==> config.mk <==
export PLATFORM = sky130hd
export DESIGN_NAME = layer_sequencer
export DESIGN_NICKNAME = d
export VERILOG_FILES = /design/src/rtl/layer_seq_pkg.sv /design/src/rtl/layer_sequencer_event_latch.sv /design/src/rtl/layer_sequencer.sv
export SDC_FILE = /design/constraint.sdc
export NUM_CORES = 1
export LEC_CHECK = 0
export CORE_ASPECT_RATIO = 1.75
export CORE_MARGIN = 3
export CORE_UTILIZATION = 55
export CTS_CLUSTER_SIZE = 20
export DETAILED_ROUTE_END_ITERATION = 10
export DONT_BUFFER_PORTS = 1
export HOLD_SLACK_MARGIN = 0.15
export PLACE_DENSITY = 0.7
export SETUP_SLACK_MARGIN = 0.3
export SLEW_MARGIN = 20
export SYNTH_ARGS = -nofsm -noshare
export SYNTH_HDL_FRONTEND = slang
export SYNTH_SLANG_ARGS = --single-unit
==> constraint.sdc <==
create_clock -name clk -period 3.55 [get_ports clk]
set_clock_uncertainty 0.1 [all_clocks]
set_input_delay 0.8875 -clock clk [delete_from_list [all_inputs] [get_ports clk]]
set_output_delay 0.8875 -clock clk [all_outputs]
set_load 0.01 [all_outputs]
==> src/rtl/layer_seq_pkg.sv <==
// Shared types and constants for the frame-synchronous layer sequencer.
package layer_seq_pkg;

  typedef enum logic [2:0] {
    BOOT        = 3'd0,
    LEVEL_INTRO = 3'd1,
    PLAY        = 3'd2,
    HIT_BLINK   = 3'd3,
    DEATH       = 3'd4,
    GAME_OVER   = 3'd5
  } seq_state_t;

  localparam int SMILEY  = 0;
  localparam int BULLET  = 1;
  localparam int HOOP    = 2;
  localparam int TOWERS  = 3;
  localparam int ENEMIES = 4;
  localparam int SCORE   = 5;
  localparam int TIMER   = 6;
  localparam int LIFE    = 7;

  localparam logic [7:0] MASK_BOOT  = 8'b1 << SCORE;
  localparam logic [7:0] MASK_INTRO = (8'b1 << SCORE) | (8'b1 << TIMER) | (8'b1 << LIFE);
  localparam logic [7:0] MASK_ALL   = 8'hFF;

  // Draw enables for a state; smiley_on only matters while blinking.
  function automatic logic [7:0] layer_mask(seq_state_t s, logic smiley_on);
    logic [7:0] m;
    m = MASK_BOOT;
    case (s)
      BOOT, GAME_OVER: m = MASK_BOOT;
      LEVEL_INTRO:     m = MASK_INTRO;
      PLAY:            m = MASK_ALL;
      HIT_BLINK: begin
        m = MASK_ALL;
        m[SMILEY] = smiley_on;
      end
      DEATH:           m = 8'h00;
      default:         m = MASK_BOOT;
    endcase
    return m;
  endfunction

endpackage

==> src/rtl/layer_sequencer_event_latch.sv <==
// Holds one game event until the next frame boundary consumes it.
module event_latch (
  input  logic clk,
  input  logic reset,
  input  logic pulse,
  input  logic consume,
  output logic taken
);

  logic pending;

  always_ff @(posedge clk) begin
    if (reset)        pending <= 1'b0;
    else if (consume) pending <= 1'b0;
    else if (pulse)   pending <= 1'b1;
  end

  // A pulse coincident with the consume cycle is seen by that consume.
  assign taken = pending | pulse;

endmodule

==> src/rtl/layer_sequencer.sv <==
// Per-frame layer enable and override-colour controller for the VGA priority mux.
module layer_sequencer
  import layer_seq_pkg::*;
#(
  parameter int unsigned INTRO_FRAMES = 60,
  parameter int unsigned HIT_FRAMES   = 90,
  parameter int unsigned BLINK_PERIOD = 8,
  parameter int unsigned DEATH_FRAMES = 120,
  parameter logic [7:0]  DEATH_RGB    = 8'hE0
) (
  input  logic       clk,
  input  logic       reset,
  input  logic       startOfFrame,
  input  logic       levelStart,
  input  logic       playerHit,
  input  logic       playerDeath,
  output logic [7:0] layerEnable,
  output logic       overrideDR,
  output logic [7:0] overrideRGB,
  output logic [2:0] seqState
);

  localparam logic [7:0] INTRO_LAST = 8'(INTRO_FRAMES - 1);
  localparam logic [7:0] HIT_LAST   = 8'(HIT_FRAMES - 1);
  localparam logic [7:0] BLINK_LAST = 8'(BLINK_PERIOD - 1);
  localparam logic [7:0] DEATH_LAST = 8'(DEATH_FRAMES - 1);

  logic ls_ev, hit_ev, death_ev;

  event_latch u_ls    (.clk(clk), .reset(reset), .pulse(levelStart),  .consume(startOfFrame), .taken(ls_ev));
  event_latch u_hit   (.clk(clk), .reset(reset), .pulse(playerHit),   .consume(startOfFrame), .taken(hit_ev));
  event_latch u_death (.clk(clk), .reset(reset), .pulse(playerDeath), .consume(startOfFrame), .taken(death_ev));

  seq_state_t state, state_n;
  logic [7:0] frame_cnt, frame_n;
  logic [7:0] blink_cnt, blink_n;
  logic       smiley_on, smiley_n;

  // Next-frame decision, only evaluated on the frame boundary.
  always_comb begin
    state_n  = state;
    frame_n  = frame_cnt;
    blink_n  = blink_cnt;
    smiley_n = smiley_on;
    if (startOfFrame) begin
      case (state)
        BOOT, GAME_OVER: if (ls_ev) state_n = LEVEL_INTRO;
        LEVEL_INTRO: begin
          frame_n = frame_cnt + 8'd1;
          if (frame_cnt == INTRO_LAST) state_n = PLAY;
        end
        PLAY: begin
          if (death_ev)      state_n = DEATH;
          else if (hit_ev)   state_n = HIT_BLINK;
          else if (ls_ev)    state_n = LEVEL_INTRO;
        end
        HIT_BLINK: begin
          frame_n = frame_cnt + 8'd1;
          blink_n = blink_cnt + 8'd1;
          if (death_ev)                    state_n = DEATH;
          else if (frame_cnt == HIT_LAST)  state_n = PLAY;
          else if (blink_cnt == BLINK_LAST) begin
            smiley_n = ~smiley_on;
            blink_n  = 8'd0;
          end
        end
        DEATH: begin
          frame_n = frame_cnt + 8'd1;
          if (frame_cnt == DEATH_LAST) state_n = GAME_OVER;
        end
        default: state_n = BOOT;
      endcase
      if (state_n != state) begin
        frame_n  = 8'd0;
        blink_n  = 8'd0;
        smiley_n = (state_n != HIT_BLINK);
      end
    end
  end

  always_ff @(posedge clk) begin
    if (reset) begin
      state       <= BOOT;
      frame_cnt   <= 8'd0;
      blink_cnt   <= 8'd0;
      smiley_on   <= 1'b1;
      layerEnable <= MASK_BOOT;
      overrideDR  <= 1'b0;
      overrideRGB <= 8'h00;
    end else begin
      state       <= state_n;
      frame_cnt   <= frame_n;
      blink_cnt   <= blink_n;
      smiley_on   <= smiley_n;
      layerEnable <= layer_mask(state_n, smiley_n);
      overrideDR  <= (state_n == DEATH) || (state_n == GAME_OVER);
      overrideRGB <= (state_n == DEATH) ? DEATH_RGB : 8'h00;
    end
  end

  assign seqState = state;

endmodule

; ---- Word level (Yosys, flattened, before mapping)
; Index checks and enable logic that the tools add are counted.
[op_classes]
n_addsub = 2
n_eq_ne = 16
muxes = 25
bitwise_logic = 4
n_reduce_logical = 9
[ops]
columns = cell, n
row1 = 2-to-1 mux 8 bit, 8
row2 = one-hot mux 8 bit (4 select lines), 1
row3 = 2-to-1 mux 3 bit, 9
row4 = "adder 8 x 1 -> 8 bit, second input constant", 2
row5 = "== test 8 x 7 -> 1 bit, second input constant", 2
row6 = one-hot mux 3 bit (5 select lines), 1
row7 = "== test 3 x 2 -> 1 bit, second input constant", 4
row8 = "== test 3 bit, second input constant", 4
row9 = "== test 8 x 3 -> 1 bit, second input constant", 1
row10 = "== test 8 x 6 -> 1 bit, second input constant", 1
row11 = "== test 3 x 1 -> 1 bit, second input constant", 2
row12 = 2-to-1 mux 1 bit, 6
row13 = AND reduction 2 bit, 2
row14 = nonzero test 2 bit, 2
row15 = OR reduction 2 bit, 2
row16 = logical NOT 3 bit, 1
row17 = "!= test 3 x 2 -> 1 bit, second input constant", 1
row18 = != test 3 bit, 1
row19 = bitwise OR 1 bit, 3
row20 = OR reduction 3 bit, 1
row21 = logical OR 1 bit, 1
row22 = NOT 1 bit, 1
[word_totals]
register_bits = 40
word_cells = 66

; ---- Depth between registers and ports, before layout
; Gate-level depths: netlist of run 1.
[depth]
word_depth = 10
depth_mapped = 9

; ---- Cells and area by module
; Synthesis of run 1 repeated with hierarchy kept, for this count alone.
[hier_totals]
hier_cells = 213
hier_area_um2 = 1684.1
[modules_own_cells]
columns = mod, n_inst, cells_per_inst, area_per_inst_um2, seq_area_each_um2
row1 = layer_sequencer, 1, 204, 1582.8, 520.5
row2 = event_latch, 3, 3, 33.8, 20.0

; ---- Worst setup path after synthesis of run 1
; Ideal clock, no wire load.
[synth_path]
path_type = input to register
start = input playerDeath
end = register blink_cnt[3]
setup_time_ps = 74
arrival_time_ps = 2930
slack_ps = 446
stages = 7
path_buffers = 1
path_cell_list = or4b_4 -> a211oi_2 -> and3b_1 -> buf_6 -> or4_4 -> or3_1 -> o211ai_2
[synth_via]
elab_chain_cells = 7
word_cells_on_any_way = 11
classes_between = eq/ne: 1 / mux: 7 / bitwise: 1 / reduce/logical: 2
[synth_rtl]
columns = element, line
row1 = start: declaration, layer_sequencer.sv:16  ; input logic playerDeath,
row2 = bitwise OR 1 bit (*), layer_sequencer_event_latch.sv:19  ; assign taken = pending | pulse;
row3 = "2-to-1 mux 3 bit, on equally long branches", "layer_sequencer.sv:60, layer_sequencer.sv:53"
row4 = one-hot mux 3 bit (5 select lines), layer_sequencer.sv:46  ; case (state)
row5 = 2-to-1 mux 3 bit, layer_sequencer.sv:45  ; if (startOfFrame) begin
row6 = != test 3 bit, layer_sequencer.sv:73  ; if (state_n != state) begin
row7 = nonzero test 2 bit (no line), -
row8 = AND reduction 2 bit (no line), -
row9 = end signal: assignment, layer_sequencer.sv:93  ; blink_cnt <= blink_n;
row10 = end: declaration, layer_sequencer.sv:36  ; logic [7:0] blink_cnt, blink_n;
; Every way passes the cells marked *; elsewhere a longest branch is shown, timed or not. The select of a mux whose other input is x is not followed.
; A chain may end at the register's enable or synchronous reset.

; ---- Worst setup path after layout of run 1
; Ends and elaborated chain as after synthesis.

==> results of run 1 <==
worst max path at each step:
stage                        end  depth (start not counted)
floorplan           blink_cnt[3]                          7
global placement    blink_cnt[3]                          6
detailed placement  blink_cnt[3]                          6
CTS                 blink_cnt[3]                          6
global route        blink_cnt[7]                          6
finish              blink_cnt[3]                          6
cell usage after synthesis (2+ instances only):
cell,n
or2_2,2
xnor2_1,2
nand2_1,13
and2_1,2
and4_1,2
nand4_1,2
o211ai_1,4
ha_1,3
nor3_1,8
o221ai_1,3
nor2_1,21
clkbuf_1,4
nor4_1,2
o21ai_0,12
a21oi_1,11
nand3b_1,5
or3_1,9
nand3_1,7
buf_4,12
dfxtp_1,29
nor2b_1,4
inv_1,9
nand2b_1,2
mux2i_1,5
flip-flops by register name, indices dropped and copies added (netlist names):
name	flops
blink_cnt	8
seqState	3
smiley_on	1
layerEnable	4
u_ls.pending	1
u_death.pending	1
overrideDR	1
u_hit.pending	1
overrideRGB	1
frame_cnt	8
logic make-up (layout without fill, tap and decap cells):
group,after synthesis,after routing,synth area share
buf+inv,28,21,0.09324
flops,29,29,0.3407
mux,6,6,0.03598
xor+xnor,3,3,0.01542
other cells,1,5,0.002201
compound gates,48,48,0.2034
fa+ha+maj,3,3,0.02203
simple gates,88,88,0.2871
power groups by stage:
stage                     clock [mW]  sequential, mW  combinational (mW)
after floorplan                    0           0.349              0.0891
after global placement             0           0.356              0.0840
after detailed placement           0           0.356              0.0851
after CTS                      0.264           0.348              0.0856
after global routing           0.283           0.350              0.0964
final                          0.260           0.349              0.0858
layout make-up:
type / instances / area (um2)
multi-input combinational: 153 / 979.7
timing repair buffer: 3 / 22.52
clock buffer: 6 / 72.57
inverter: 10 / 37.54
tap: 28 / 35.03
clock inverter: 2 / 10.01
sequential: 29 / 580.6
fill: 274 / 1190
per-stage QoR:
step	std cells	util	power, mW	instance area [um2]	worst slack (ps)
after floorplan	210	-	0.4382	1719	446.4
after global placement	223	0.5654	0.4397	1655	392.8
after detailed placement	223	0.5654	0.4406	1655	365.3
after CTS	231	0.5936	0.6975	1738	658.5
after global routing	231	0.5936	0.7296	1738	422.5
final	231	0.5936	0.6939	1738	643.4
worst max-delay path, cell delays in order:
cell and delay, ps:
or4b_4 520, a211oi_2 290, and3b_1 310, or4_4 570, or3_1 370, o211ai_2 80
per-layer routing:
layer  global-route usage  share of wire  routed length, um
met1               0.2031           0.36               1324
met2               0.3926           0.55               2022
met5                    0              0                  0
met4               0.1779          0.064                238
met3              0.06772          0.032                117
==> out/results.txt, run 1 <==
# rows = 26
GPL Wtd Cong = 0.8892
PostCTS Resize Cnt = 0
Startpoint Class = input port
CP Class = in2reg
Clock sinks = 29
Comb pwr share = 0.124
Num ports = 26
Period utilisation layout = 0.8188
Mapped Area = 0.001704 mm2
VDD IR max = 0.2876 mV
H-tree Lvls = 2
CP Max Fanout = 7
Reg clk slew, reported paths = 60 ps
Nets@finish = 211
Yosys top cell by area = dfxtp_1
PD cells = 399.3 mW/mm2
Final setup vio count = 0
CTS Buf Count = 5
Hold Path Sink = u_hit.pending
RSZ-0062 raised after global routing = false
Die area = 0.003828 mm2
Sequential share of power = 0.502
Top post-synthesis cells by area = dfxtp_1 34%, buf_4 5.3%, nor2_1 4.6%, o21ai_0 3.5%, or3_1 3.3%
Largest net degree at the start of global routing = 18
Type of the most critical hold path = reg2reg
Worst setup path start = playerDeath
Root Buffer = clkbuf_8
Initial Util = 0.5821
Reg-to-reg startpoint = seqState[0]
Total iterations of the first detailed-routing run = 4
Yosys cell types = 57
Total grt overflow = 0
Hold path depth = 2
Post-CTS Hold Buffers = 0
Vias per cell = 6.277
Fmax = 344.0 MHz
Synthesis-stage register bit count = 29
Die X-Extent = 48.08 um
Die Height = 79.64 um
Syn Area/Cell = 8.272 um2
Via Count = 1450
N_diodes = 0
Yosys Warn Count = 0
IO buf count = 0
Post-CTS Setup Bufs = 0
Top cell type's share of synthesized area = 0.3407
Initial DRC Count = 31
Internal power = 0.5009 mW
Slew headroom = 0.5797
Total track usage = 0.2297
Final Max Slew Viols = 0
Vias in the first global route = 1464
WHS = 396.7 ps
Per-cell routed wire length = 16.03 um
Initial antenna violation count = 0
# Max-Cap Violations = 0
Min Tclk post-route = 2907 ps
Crit Reg-Reg Endpoint = blink_cnt[3]
Leading cell types in the layout, fill and taps excluded = 29 x dfxtp_1, 21 x nor2_1, 13 x nand2_1
DRC = 0
Critical Path RT = 3670 ps
Hold Vio Cnt, Final = 0
Sw power = 0.1930 mW
CTS tree = built
Post-route ant nets = 0
Clock Path Buffers = 2
Most common cell after layout, fill and taps aside = dfxtp_1
CP Data Arrival Time = 3020 ps
Crit path capture type = register
Area Overhead vs Synth = 1.983%
Clk_lat worst skew = 290 ps
First-pass GRT wire length = 6203 um
Post-synth EDFFs = 0
R2R cell count = 6
Layout cells sized above 1 = 0.1133
Leakage = 0.6175 nW
Sw frac = 0.2781
Top_reg_cell synth = dfxtp_1
Hold Startpoint = u_hit.pending
Setup TNS after final layout = 0 ps
Sequential share of the synthesized area = 0.3407
Worst-margin pin slew = 622.3 ps
Core Area = 0.002928 mm2
Register-to-register setup slack = 730 ps
Status = completed
Syn Inst Count = 206
Clock power frac = 0.374
Dpl hpwl = 2853 um
Routed Wire Length = 3702 um
Post-synth ARST share = 0
No activity file was read; power rests on OpenSTA's default activity.
==> run 2: changes to the inputs <==
- clock period: 3.55 -> 2.91 ns (I/O delays scaled with it)
==> out/results.txt, run 2 (synthesis results as in run 1) <==
Post-CTS Setup Bufs = 0
Die X-Extent = 48.08 um
GPL Wtd Cong = 0.8750
Clock sinks = 29
Status = completed
GR Util met1 = 0.2201
Per-cell routed wire length = 16.02 um
CTS tree = built
Core Area = 0.002928 mm2
Biggest regs = blink_cnt: 8 flops, frame_cnt: 8 flops, layerEnable: 4 flops
Most common cell after layout, fill and taps aside = dfxtp_1
PostCTS Resize Cnt = 0
Internal power = 0.6258 mW
Initial Util = 0.5821
Peak-usage layer in the global routing report = met2
Clock power frac = 0.360
Routed Wire Length = 3797 um
Initial DRC Count = 50
# rows = 26
Multi-input combinational cell area = 992.2 um2
Total iterations of the first detailed-routing run = 5
Worst setup path start = playerDeath
Register area = 584.3 um2
Critical Path RT = 3020 ps
Crit path capture type = register
Leakage = 0.6462 nW
Grt met2 use = 0.4111
CP Data Arrival Time = 2680 ps
Root Buffer = clkbuf_8
Initial antenna violation count = 0
Hold Startpoint = u_hit.pending
Fmax = 389.7 MHz
Sequential share of power = 0.492
Post-CTS Hold Buffers = 0
Final Max Slew Viols = 0
Period utilisation layout = 0.8818
PD cells = 478.6 mW/mm2
N_diodes = 0
Clock Path Buffers = 2
Vias per cell = 6.177
Die Height = 79.64 um
Min Tclk post-route = 2566 ps
Die area = 0.003828 mm2
Total track usage = 0.2273
CP Class = in2reg
RSZ-0062 raised after global routing = true
First-pass GRT wire length = 6320 um
CP Max Fanout = 5
Layout cells sized above 1 = 0.1579
# Max-Cap Violations = 0
Hold Vio Cnt, Final = 0
Setup TNS after final layout = 0 ps
Sw frac = 0.2733
Area Overhead vs Synth = 5.580%
Num ports = 26
DRC = 0
Total grt overflow = 0
Leading cell types in the layout, fill and taps excluded = 26 x dfxtp_1, 21 x nor2_1, 13 x nand2_1
VDD IR max = 0.4071 mV
Fill cells = 273
Reg-to-reg startpoint = seqState[2]
Sw power = 0.2353 mW
Type of the most critical hold path = reg2reg
Reg clk slew, reported paths = 60 ps
Post-route ant nets = 0
Vias in the first global route = 1455
Largest net degree at the start of global routing = 18
Startpoint Class = input port
H-tree Lvls = 2
Met3 Track Usage GR = 0.05418
CTS Buf Count = 5
Comb pwr share = 0.148
WHS = 400.6 ps
Nets@finish = 217
Via Count = 1464
IO buf count = 0
Dpl hpwl = 2985 um
Clk_lat worst skew = 280 ps
Final setup vio count = 0
[run 2: power groups by stage]
stage	Sequential [mW]	Clock, mW	Combinational [mW]
after floorplan	0.426	0	0.109
after global placement	0.431	0	0.122
after detailed placement	0.431	0	0.125
after CTS	0.423	0.317	0.126
after global routing	0.425	0.333	0.141
final	0.424	0.310	0.127
[run 2: layout make-up]
class / instances / share of cell area
Multi-Input combinational cell: 153 / 0.5515
Tap cell: 28 / 0.01947
Inverter: 10 / 0.02086
Sequential cell: 29 / 0.3248
Timing Repair Buffer: 9 / 0.03755
Clock buffer: 6 / 0.04033
Clock inverter: 2 / 0.005563
[run 2: path summary, 6_finish.rpt]
check                        to  cells past startpoint  slack [ps]
setup reg to reg   blink_cnt[3]                      6         380
hold / removal    u_hit.pending                      2         400
setup / recovery   blink_cnt[3]                      6         340
hold reg to reg   u_hit.pending                      2         400
[run 2: metrics by stage]
stage | cell area [um2] | setup slack [ps] | power (mW) | instances | util
final | 1799 | 343.9 | 0.8611 | 237 | 0.6145
after global routing | 1799 | 297.0 | 0.8988 | 237 | 0.6145
after CTS | 1783 | 315.2 | 0.8657 | 237 | 0.6090
after detailed placement | 1700 | 69.00 | 0.5564 | 229 | 0.5808
after global placement | 1700 | 87.50 | 0.5531 | 229 | 0.5808
after floorplan | 1719 | 58.68 | 0.5346 | 210 | -
[run 2: routing by layer]
| layer | vias to the layer above | share of wire |
|---|---|---|
| met2 | 33 | 0.59 |
| met4 | 0 | 0.019 |
| met3 | 7 | 0.035 |
| met1 | 688 | 0.36 |
| li1 | 736 | - |
| met5 | - | 0 |
[run 2: worst max-delay path, cell delays in order]
cell and delay, ps:
or4b_4 520, a211oi_2 230, and3b_1 240, or4_4 540
or3_1 340, o211ai_2 80
